==> config.mk <==
export PLATFORM = sky130hd
export DESIGN_NAME = rd_stream_sched
export DESIGN_NICKNAME = d
export VERILOG_FILES = /design/src/rtl/rd_stream_sched.sv
export SDC_FILE = /design/constraint.sdc
export NUM_CORES = 1
export LEC_CHECK = 0
export BUFFER_PORTS_ARGS = -buffer_cell sky130_fd_sc_hd__buf_2
export CAP_MARGIN = 10
export CORE_ASPECT_RATIO = 1.25
export CORE_MARGIN = 4
export CORE_UTILIZATION = 55
export CTS_CLUSTER_SIZE = 20
export DETAILED_ROUTE_END_ITERATION = 8
export PLACE_DENSITY = 0.82
export SLEW_MARGIN = 20
export SYNTH_ARGS = -nofsm -noshare
export SYNTH_HDL_FRONTEND = slang
export SYNTH_SLANG_ARGS = --single-unit
==> constraint.sdc <==
create_clock -name clk -period 4.55 [get_ports clk]
set_clock_uncertainty 0.2 [all_clocks]
set_input_delay 0.2275 -clock clk [delete_from_list [all_inputs] [get_ports clk]]
set_output_delay 0.2275 -clock clk [all_outputs]
set_load 0.02 [all_outputs]
==> src/rtl/rd_stream_sched.sv <==
// rd_stream_sched
// Command scheduler for the read_stream engine. The engine is shared across
// NUM_STREAMS frame buffers in DDR4. The scheduler walks one whole frame of a
// stream in bursts that never cross a 4 KB page. It then moves round-robin to
// the next enabled stream.
//
// Ports:
//   clk          : clock
//   reset        : synchronous, active-high reset
//   start        : pulse, leave IDLE and begin scheduling
//   stop         : pulse, halt at the next frame boundary
//   stream_en    : per-stream enable mask, sampled when choosing a stream
//   cmd_accept   : AR handshake, one per issued command
//   en           : command valid to read_stream
//   addr         : byte address of the current command
//   burst_length : beat count of the current command (not LEN-1)
//   stream_num   : stream currently being read
//   frame_done   : 1-cycle pulse on the final accept of a frame
//   frame_stream : stream of the last completed frame (held)
//   busy         : high whenever not idle
module rd_stream_sched #(
  parameter int NUM_STREAMS        = 12,
  parameter int FRAME_BYTES        = 230400,
  parameter int STREAM_ADDR_OFFSET = $clog2(FRAME_BYTES),
  parameter int STREAM_ADDR_SHIFT  = 2,
  parameter int MAX_BURST          = 20,
  parameter int BEAT_BYTES         = 64
) (
  input  logic                   clk,
  input  logic                   reset,
  input  logic                   start,
  input  logic                   stop,
  input  logic [NUM_STREAMS-1:0] stream_en,
  input  logic                   cmd_accept,
  output logic                   en,
  output logic [31:0]            addr,
  output logic [7:0]             burst_length,
  output logic [7:0]             stream_num,
  output logic                   frame_done,
  output logic [7:0]             frame_stream,
  output logic                   busy
);

  localparam logic [31:0] LP_FRAME      = 32'(FRAME_BYTES);
  localparam logic [31:0] LP_BEAT       = 32'(BEAT_BYTES);
  localparam logic [31:0] LP_MAX_BURST  = 32'(MAX_BURST);
  localparam int          LP_BASE_SHIFT = STREAM_ADDR_OFFSET + STREAM_ADDR_SHIFT;
  localparam logic [7:0]  LP_LAST       = 8'(NUM_STREAMS - 1);
  localparam logic [8:0]  LP_N9         = 9'(NUM_STREAMS);

  typedef enum logic [1:0] {
    S_IDLE,
    S_SELECT,
    S_CALC,
    S_ISSUE
  } state_t;

  state_t      r_state;
  logic [31:0] r_offset;
  logic [7:0]  r_rr_ptr;
  logic        r_stop_pend;
  logic        r_en;
  logic [31:0] r_addr;
  logic [7:0]  r_burst_length;
  logic [7:0]  r_stream_num;
  logic        r_frame_done;
  logic [7:0]  r_frame_stream;

  // ---------------------------------------------------------------------
  // Round-robin search. The mask is rotated so that bit 0 is the stream
  // after rr_ptr. A priority chain then picks the lowest set rotated bit.
  // Doubling the mask lets a plain right shift act as a rotate.
  // ---------------------------------------------------------------------
  logic [NUM_STREAMS-1:0] w_rot;
  logic [7:0]             w_chain [0:NUM_STREAMS];
  logic                   w_hit;
  logic [7:0]             w_hit_idx;

  assign w_rot = NUM_STREAMS'({stream_en, stream_en} >> ({1'b0, r_rr_ptr} + 9'd1));
  assign w_chain[NUM_STREAMS] = 8'd0;

  generate
    for (genvar gi = 0; gi < NUM_STREAMS; gi++) begin : g_search
      logic [8:0] w_sum;
      logic [7:0] w_cand;
      // Absolute stream index for rotated position gi (wraps N-1 -> 0).
      assign w_sum  = {1'b0, r_rr_ptr} + 9'(gi + 1);
      assign w_cand = 8'((w_sum >= LP_N9) ? (w_sum - LP_N9) : w_sum);
      assign w_chain[gi] = w_rot[gi] ? w_cand : w_chain[gi+1];
    end
  endgenerate

  assign w_hit     = |stream_en;
  assign w_hit_idx = w_chain[0];

  // ---------------------------------------------------------------------
  // Burst sizing. The burst is limited by MAX_BURST, by the beats left in
  // the frame, and by the beats left in the current 4 KB page.
  // ---------------------------------------------------------------------
  logic [31:0] w_rem_beats;
  logic [31:0] w_page_beats;
  logic [31:0] w_lim;
  logic [31:0] w_bl_full;
  logic [31:0] w_base;
  logic [31:0] w_cmd_addr;
  logic [31:0] w_next_off;

  assign w_rem_beats  = (LP_FRAME - r_offset) / LP_BEAT;
  assign w_page_beats = (32'd4096 - {20'd0, r_offset[11:0]}) / LP_BEAT;
  assign w_lim        = (w_rem_beats < w_page_beats) ? w_rem_beats : w_page_beats;
  assign w_bl_full    = (w_lim < LP_MAX_BURST) ? w_lim : LP_MAX_BURST;
  assign w_base       = 32'(r_stream_num) << LP_BASE_SHIFT;
  assign w_cmd_addr   = w_base + r_offset;
  assign w_next_off   = r_offset + 32'(r_burst_length) * LP_BEAT;

  always_ff @(posedge clk) begin
    if (reset) begin
      r_state        <= S_IDLE;
      r_offset       <= 32'd0;
      r_rr_ptr       <= LP_LAST;
      r_stop_pend    <= 1'b0;
      r_en           <= 1'b0;
      r_addr         <= 32'd0;
      r_burst_length <= 8'd0;
      r_stream_num   <= 8'd0;
      r_frame_done   <= 1'b0;
      r_frame_stream <= 8'd0;
    end else begin
      r_frame_done <= 1'b0;
      // A stop is remembered until the next frame boundary. The clear on
      // entry to IDLE below takes priority because it is assigned later.
      if (stop && (r_state != S_IDLE)) begin
        r_stop_pend <= 1'b1;
      end
      case (r_state)
        S_IDLE: begin
          r_en <= 1'b0;
          if (start) begin
            r_state <= S_SELECT;
          end
        end
        S_SELECT: begin
          r_en <= 1'b0;
          if (r_stop_pend) begin
            r_state     <= S_IDLE;
            r_stop_pend <= 1'b0;
          end else if (w_hit) begin
            r_stream_num <= w_hit_idx;
            r_rr_ptr     <= w_hit_idx;
            r_offset     <= 32'd0;
            r_state      <= S_CALC;
          end
        end
        S_CALC: begin
          r_burst_length <= 8'(w_bl_full);
          r_addr         <= w_cmd_addr;
          r_en           <= 1'b1;
          r_state        <= S_ISSUE;
        end
        S_ISSUE: begin
          // addr, burst_length and stream_num are held until the handshake.
          if (cmd_accept) begin
            r_en     <= 1'b0;
            r_offset <= w_next_off;
            if (w_next_off == LP_FRAME) begin
              r_frame_done   <= 1'b1;
              r_frame_stream <= r_stream_num;
              r_state        <= S_SELECT;
            end else begin
              r_state <= S_CALC;
            end
          end
        end
        default: begin
          r_state <= S_IDLE;
          r_en    <= 1'b0;
        end
      endcase
    end
  end

  assign en           = r_en;
  assign addr         = r_addr;
  assign burst_length = r_burst_length;
  assign stream_num   = r_stream_num;
  assign frame_done   = r_frame_done;
  assign frame_stream = r_frame_stream;
  assign busy         = (r_state != S_IDLE);

endmodule

==> metrics.csv, run 1 <==
metric,value,unit
dpl.hpwl,24.2,mm
finalCoreUtilization,0.602,
nFillCells,1654,
cp-start-kind,flip-flop,
cp_cell_sequence,"inv_1, ha_1, or3b_1, xnor2_1, ha_1, o21a_1, o21ai_0, nand3b_1, nor4b_1, nor4bb_1, nand3_2, o41ai_4, a211oi_2, o221a_1",
grt_pass1_wl,51.8,mm
hold_violations,0,
cts_hold_buf,1,
cts_sinks,84,
rsz0062_at_grt,no,
worst_ep_required_time,4.58,ns
ir_drop,0.000375,V
cts_buffer_depth,2,
grt_max_degree,35,
cts-root-buf,clkbuf_16,
io_pins,76,
cap_violations,0,
clk_latency,0.35,ns
yosysWarnings,0,
grt_pass1_vias,9973,
hold_class,input port to flip-flop,
wl,32.6,mm
setup_tns,0,ns
cts_buffers,9,
area.sequential,0.00169,sq mm
nNetsFinal,1408,
leakagePower,4.21,nW
die-area,0.0202,sq mm
cpPeakStageDelay,0.50,ns
drc_errors,0,
critical_path.top_delay_family,simple AND/OR/NAND/NOR gates,
area_growth,7.07,%
synth_area_per_cell,7.43,sq um
finalMaxSlewViolations,0,
post-route-period-util,0.930,
dieWidth,128,um
place.gp.congestion,1.02,
yosysSeqAreaShare,0.170,
port-buffer-count,69,
crit_slowest_cell,or3b_1,
finalWorstSetupSlack,0.316,ns
max_freq,236,MHz
synth_area_leaders,"dfxtp_1, xnor2_1, ha_1",
core_area,0.0176,sq mm
ant_nets,0,
antenna_found_initial,0,
run_status,finished clean,
num_rows,54,
start_util,0.562,
ys_ff_latch,84,
worstPathArrival,4.27,ns
cts_resized,0,
period_needed,4.23,ns
clkSlewWorstSetupHoldPaths,0.07,ns
cp_max_fo,6,
tightest_slew,1.04,ns
place_ws,0.390,ns
power.density,706,mW/mm^2
postCtsSetupBuffers,0,
syn_inst,1328,
p_total,0.00746,W
antennaDiodeCount,0,
multi_input_area,0.00749,sq mm
ys_types,106,
slew_headroom,0.301,
grt_use_total,0.314,
htree_levels,3,
synthTopCellsByCount,"nand2_1, a21oi_1, nor2_1, dfxtp_1, xnor2_1",
cts_tree,done,
setup.worst_path.class,flip-flop to flip-flop,
netlist.area_leader.share,0.170,
drt-vias-per-instance,6.75,
dr.pass1.iters,6,
drt-initial-drc-count,981,
yosysMostFrequentCell,nand2_1,
critPathCaptureType,flip-flop,
die_y,158,um
final_layout_size_suffix_gt1_frac,0.145,
synth_edf_count,0,
grt_overflow_total,0,
synthArstFlopShare,0,
routedWlPerCell,20.8,um
synth_ff_type,dfxtp_1,
crit_path_frequent_cell,ha_1,
path_buf_inv,1,
setup_violations,0,
vias,10600,
yosys.area.top_type,dfxtp_1,
syn_area,0.00987,sq mm
==> worst paths after layout <==
kind	depth (start not counted)	slack (ns)	end	from
hold / removal	3	0.08	en$_SDFFE_PP0N_	cmd_accept
setup reg to reg	14	0.32	burst_length[2]$_SDFFE_PP0P_	r_offset[7]$_SDFFE_PP0P_
setup / recovery	14	0.32	burst_length[2]$_SDFFE_PP0P_	r_offset[7]$_SDFFE_PP0P_
hold reg to reg	2	0.25	addr[23]$_SDFFE_PP0P_	addr[23]$_SDFFE_PP0P_
==> logic make-up (layout without fill, tap and decap cells) <==
kind of cell,after synthesis,count (layout),synth area share
flip-flops,84,84,0.170
AO/OA/AOI/OAI,399,399,0.291
buffers and inverters,152,164,0.0740
other,1,6,0.000380
adder cells (fa/ha/maj),51,51,0.0662
multiplexers,46,46,0.0526
XOR/XNOR,100,100,0.0887
AND/OR/NAND/NOR,495,495,0.257
==> cell usage in the layout, fill, tap and decap left out, types with 11 or more instances in the layout <==
cell,synthesis,routed
inv_1,35,34
a21oi_1,98,98
ha_1,49,49
nor3_1,48,48
nand2b_1,14,14
nand3b_1,12,12
o211ai_1,12,12
o22ai_1,12,11
nor2b_1,13,12
and3_1,22,22
nand2_1,137,137
nor4_1,13,13
xnor2_1,74,74
dfxtp_1,84,81
a211oi_1,17,17
mux2i_1,35,35
nand4_1,16,16
buf_4,17,38
a21o_1,15,15
xor2_1,26,26
nand3_1,43,43
and2_1,18,18
nor2_1,90,90
o21ai_0,64,64
or3_1,22,22
a31oi_1,20,20
buf_2,22,69
==> area by class of cell <==
type,count,area share
inverters,40,0.0142
clock inverters,7,0.00959
repair buffers,108,0.0606
clock buffers,9,0.0213
flip-flops and latches,84,0.159
multi-input cells,1097,0.708
well taps,224,0.0265
==> metrics by stage <==
stage / cells / hold WS (ns) / instance area [sq um]
floorplan: 1333 / 0.213 / 9890
global placement: 1552 / 0.240 / 10200
detailed placement: 1552 / 0.245 / 10200
CTS: 1569 / 0.0713 / 10600
global route: 1569 / 0.0997 / 10600
finish: 1569 / 0.0779 / 10600
==> registers in the layout (all words and copies together) (netlist names) <==
| signal | cells |
|---|---|
| r_rr_ptr | 8 |
| r_stop_pend | 1 |
| stream_num | 3 |
| r_offset | 26 |
| r_state | 2 |
| en | 1 |
| burst_length | 8 |
| frame_stream | 8 |
| frame_done | 1 |
| addr | 26 |
==> layer usage <==
| metal | wire [um] | vias up | track usage | part of all wire |
|---|---|---|---|---|
| met3 | 2640 | 159 | 0.0486 | 0.081 |
| met2 | 16000 | 582 | 0.554 | 0.49 |
| met4 | 1980 | 0 | 0.181 | 0.061 |
| met5 | 0 | - | 0 | 0 |
| met1 | 12000 | 4927 | 0.359 | 0.37 |
| li1 | - | 4920 | - | - |
==> tightest hold or removal path: stages <==
cell and delay, ns:
buf_2 0.11, o21ai_0 0.07, and3_1 0.17
==> report_power, final <==
| part | internal (W) | total, W | switching, W |
|---|---|---|---|
| sequential | 0.000787 | 0.000926 | 0.000139 |
| clock | 0.000484 | 0.000806 | 0.000323 |
| combinational | 0.00215 | 0.00573 | 0.00358 |
Note: power is estimated with default switching activity, not from simulation.
==> inputs of run 2 (changes only) <==
--- a/config.mk
+++ b/config.mk
@@ -7,12 +7,13 @@
 export LEC_CHECK = 0
 export BUFFER_PORTS_ARGS = -buffer_cell sky130_fd_sc_hd__buf_2
 export CAP_MARGIN = 10
-export CORE_ASPECT_RATIO = 1.25
+export CORE_ASPECT_RATIO = 0.8
 export CORE_MARGIN = 4
 export CORE_UTILIZATION = 55
 export CTS_CLUSTER_SIZE = 20
 export DETAILED_ROUTE_END_ITERATION = 8
 export PLACE_DENSITY = 0.82
+export SKIP_CTS_REPAIR_TIMING = 1
 export SLEW_MARGIN = 20
 export SYNTH_ARGS = -nofsm -noshare
 export SYNTH_HDL_FRONTEND = slang
==> run 2 against run 1 <==
- utilization increased by 0.44 points
- total power increased by 2.3%
- register-to-register slack improved by 0.12 ns
- combinational power increased by 3.5%
- critical endpoint is now frame_stream[3]$_SDFFE_PP0P_
- critical path depth decreased by 2
- routed wire length increased by 2.0%
- final area increased by 0.27%
- via count increased by 1.6%
- die area unchanged
- flip-flop and latch count unchanged
==> metrics.csv, run 2 (same netlist as run 1, synthesis figures left out) <==
metric,value,unit,change
hold_violations,0,,unchanged
grt_overflow_total,0,,unchanged
layoutNonFillerInstCount,1576,,+0.45%
grt_pass1_wl,52.6,mm,+1.6%
hold_depth,3,,unchanged
hold_end,r_state[1]$_SDFFE_PP0P_,,
cts_buffer_depth,2,,unchanged
antennaDiodeCount,0,,unchanged
die-area,0.0202,sq mm,unchanged
run_status,finished clean,,
port-buffer-count,69,,unchanged
setup.worst_path.class,flip-flop to flip-flop,,
place.gp.congestion,1.05,,+2.6%
layout_commonest_cell,nand2_1,,
cts_buffers,9,,unchanged
cts_sinks,84,,unchanged
mostFrequentLayoutCells,"nand2_1, a21oi_1, nor2_1",,
worst_ep_required_time,4.62,ns,+0.04 ns
drt-initial-drc-count,1583,,+61%
setup_tns,0,ns,unchanged
wl,33.2,mm,+2.0%
hold_class,input port to flip-flop,,
reg2reg_to,frame_stream[3]$_SDFFE_PP0P_,,
power.density,720,mW/mm^2,+2.0%
worstPathArrival,4.19,ns,-0.08 ns
cts-root-buf,clkbuf_16,,
cp_max_fo,7,,+1
post-route-period-util,0.905,,-0.0258
placed_area,0.0103,sq mm,+0.53%
fin_area,0.0106,sq mm,+0.27%
area_growth,7.36,%,
dpl.hpwl,24.6,mm,+1.7%
vias,10800,,+1.6%
min_from,cmd_accept,,
leakagePower,4.24,nW,+0.76%
rsz0062_at_grt,no,,
setup_violations,0,,unchanged
cts_tree,done,,
cap_violations,0,,unchanged
grt_max_degree,62,,+77%
timing.rr.start,r_offset[6]$_SDFFE_PP0P_,,
grt_pass1_vias,9762,,-2.1%
final_layout_size_suffix_gt1_frac,0.149,,+0.00380
cp-start-kind,flip-flop,,
htree_levels,3,,unchanged
ir_drop,0.000391,V,+4.3%
r2r_slack,0.43,ns,+0.12 ns
critPathCaptureType,flip-flop,,
max_freq,243,MHz,+2.9%
dp.cells,1559,,+0.45%
start_util,0.565,,+0.00261
nNetsFinal,1414,,+0.43%
tightest_slew,1.12,ns,+0.0738 ns
num_rows,43,,-20%
dieWidth,158,um,+23%
antenna_found_initial,0,,unchanged
io_pins,76,,unchanged
die_y,128,um,-19%
drc_errors,0,,unchanged
slew_headroom,0.251,,-0.0495
finalMaxSlewViolations,0,,unchanged
ant_nets,0,,unchanged
core_area,0.0175,sq mm,-0.46%
r2r_cells,12,,-2
clkSlewWorstSetupHoldPaths,0.06,ns,about the same
period_needed,4.12,ns,-0.118 ns
drt-vias-per-instance,6.82,,+1.1%
dr.pass1.iters,6,,unchanged
grt_use_total,0.323,,+0.00898
routedWlPerCell,21.1,um,+1.5%
clk_latency,0.35,ns,about the same
[run 2: worst max-delay path: stages, from the launching register on]
cell	delay, ns
dfxtp_1	0.47
ha_1	0.23
inv_1	0.06
fa_1	0.40
nor2b_1	0.13
o21ai_0	0.16
a21o_1	0.31
a211oi_2	0.48
and3_1	0.29
and3_1	0.17
o2111ai_1	0.32
nor3_4	0.58
mux2i_1	0.24
[run 2: power by group]
group	internal (W)	switching, W
registers	0.000788	0.000154
logic	0.00218	0.00375
clock network	0.000441	0.000319
[run 2: how the worst max path moves through the flow]
| stage | to | slack (ns) | cells past startpoint | start |
|---|---|---|---|---|
| 2_1_floorplan | r_rr_ptr[3]$_SDFFE_PP1P_ | 0.48 | 17 | r_rr_ptr[1]$_SDFFE_PP1P_ |
| 3_3_place_gp | burst_length[2]$_SDFFE_PP0P_ | 0.58 | 14 | r_offset[7]$_SDFFE_PP0P_ |
| 3_5_place_dp | r_state[1]$_SDFFE_PP0P_ | 0.47 | 12 | r_offset[6]$_SDFFE_PP0P_ |
| 4_1_cts | frame_stream[3]$_SDFFE_PP0P_ | 0.45 | 12 | r_offset[6]$_SDFFE_PP0P_ |
| 5_1_grt | frame_stream[0]$_SDFFE_PP0P_ | 0.05 | 12 | r_offset[6]$_SDFFE_PP0P_ |
| 6_report | frame_stream[3]$_SDFFE_PP0P_ | 0.43 | 12 | r_offset[6]$_SDFFE_PP0P_ |
[run 2: routing by layer]
| metal | global-route usage | part of all wire |
|---|---|---|
| met2 | 0.456 | 0.41 |
| met1 | 0.481 | 0.44 |
| met5 | 0 | 0 |
| met3 | 0.0827 | 0.12 |
| met4 | 0.0951 | 0.025 |
[run 2: area by class of cell]
class / count / area (sq um)
Clock buffer: 10 / 239
Clock inverter: 6 / 62.6
Fill cell: 1561 / 6890
Tap cell: 225 / 282
Multi-Input combinational cell: 1097 / 7480
Timing Repair Buffer: 114 / 698
Inverter: 40 / 150
Sequential cell: 84 / 1690
[run 2: per-stage QoR]
step	hold slack, ns	worst slack [ns]	utilization	total power, W
2_1_floorplan	0.213	0.482	-	0.00513
3_3_place_gp	0.240	0.585	0.588	0.00655
3_5_place_dp	0.241	0.467	0.588	0.00660
4_1_cts	-0.0448	0.445	0.606	0.00738
5_1_grt	0.102	0.0506	0.606	0.00807
6_report	0.0863	0.434	0.606	0.00763
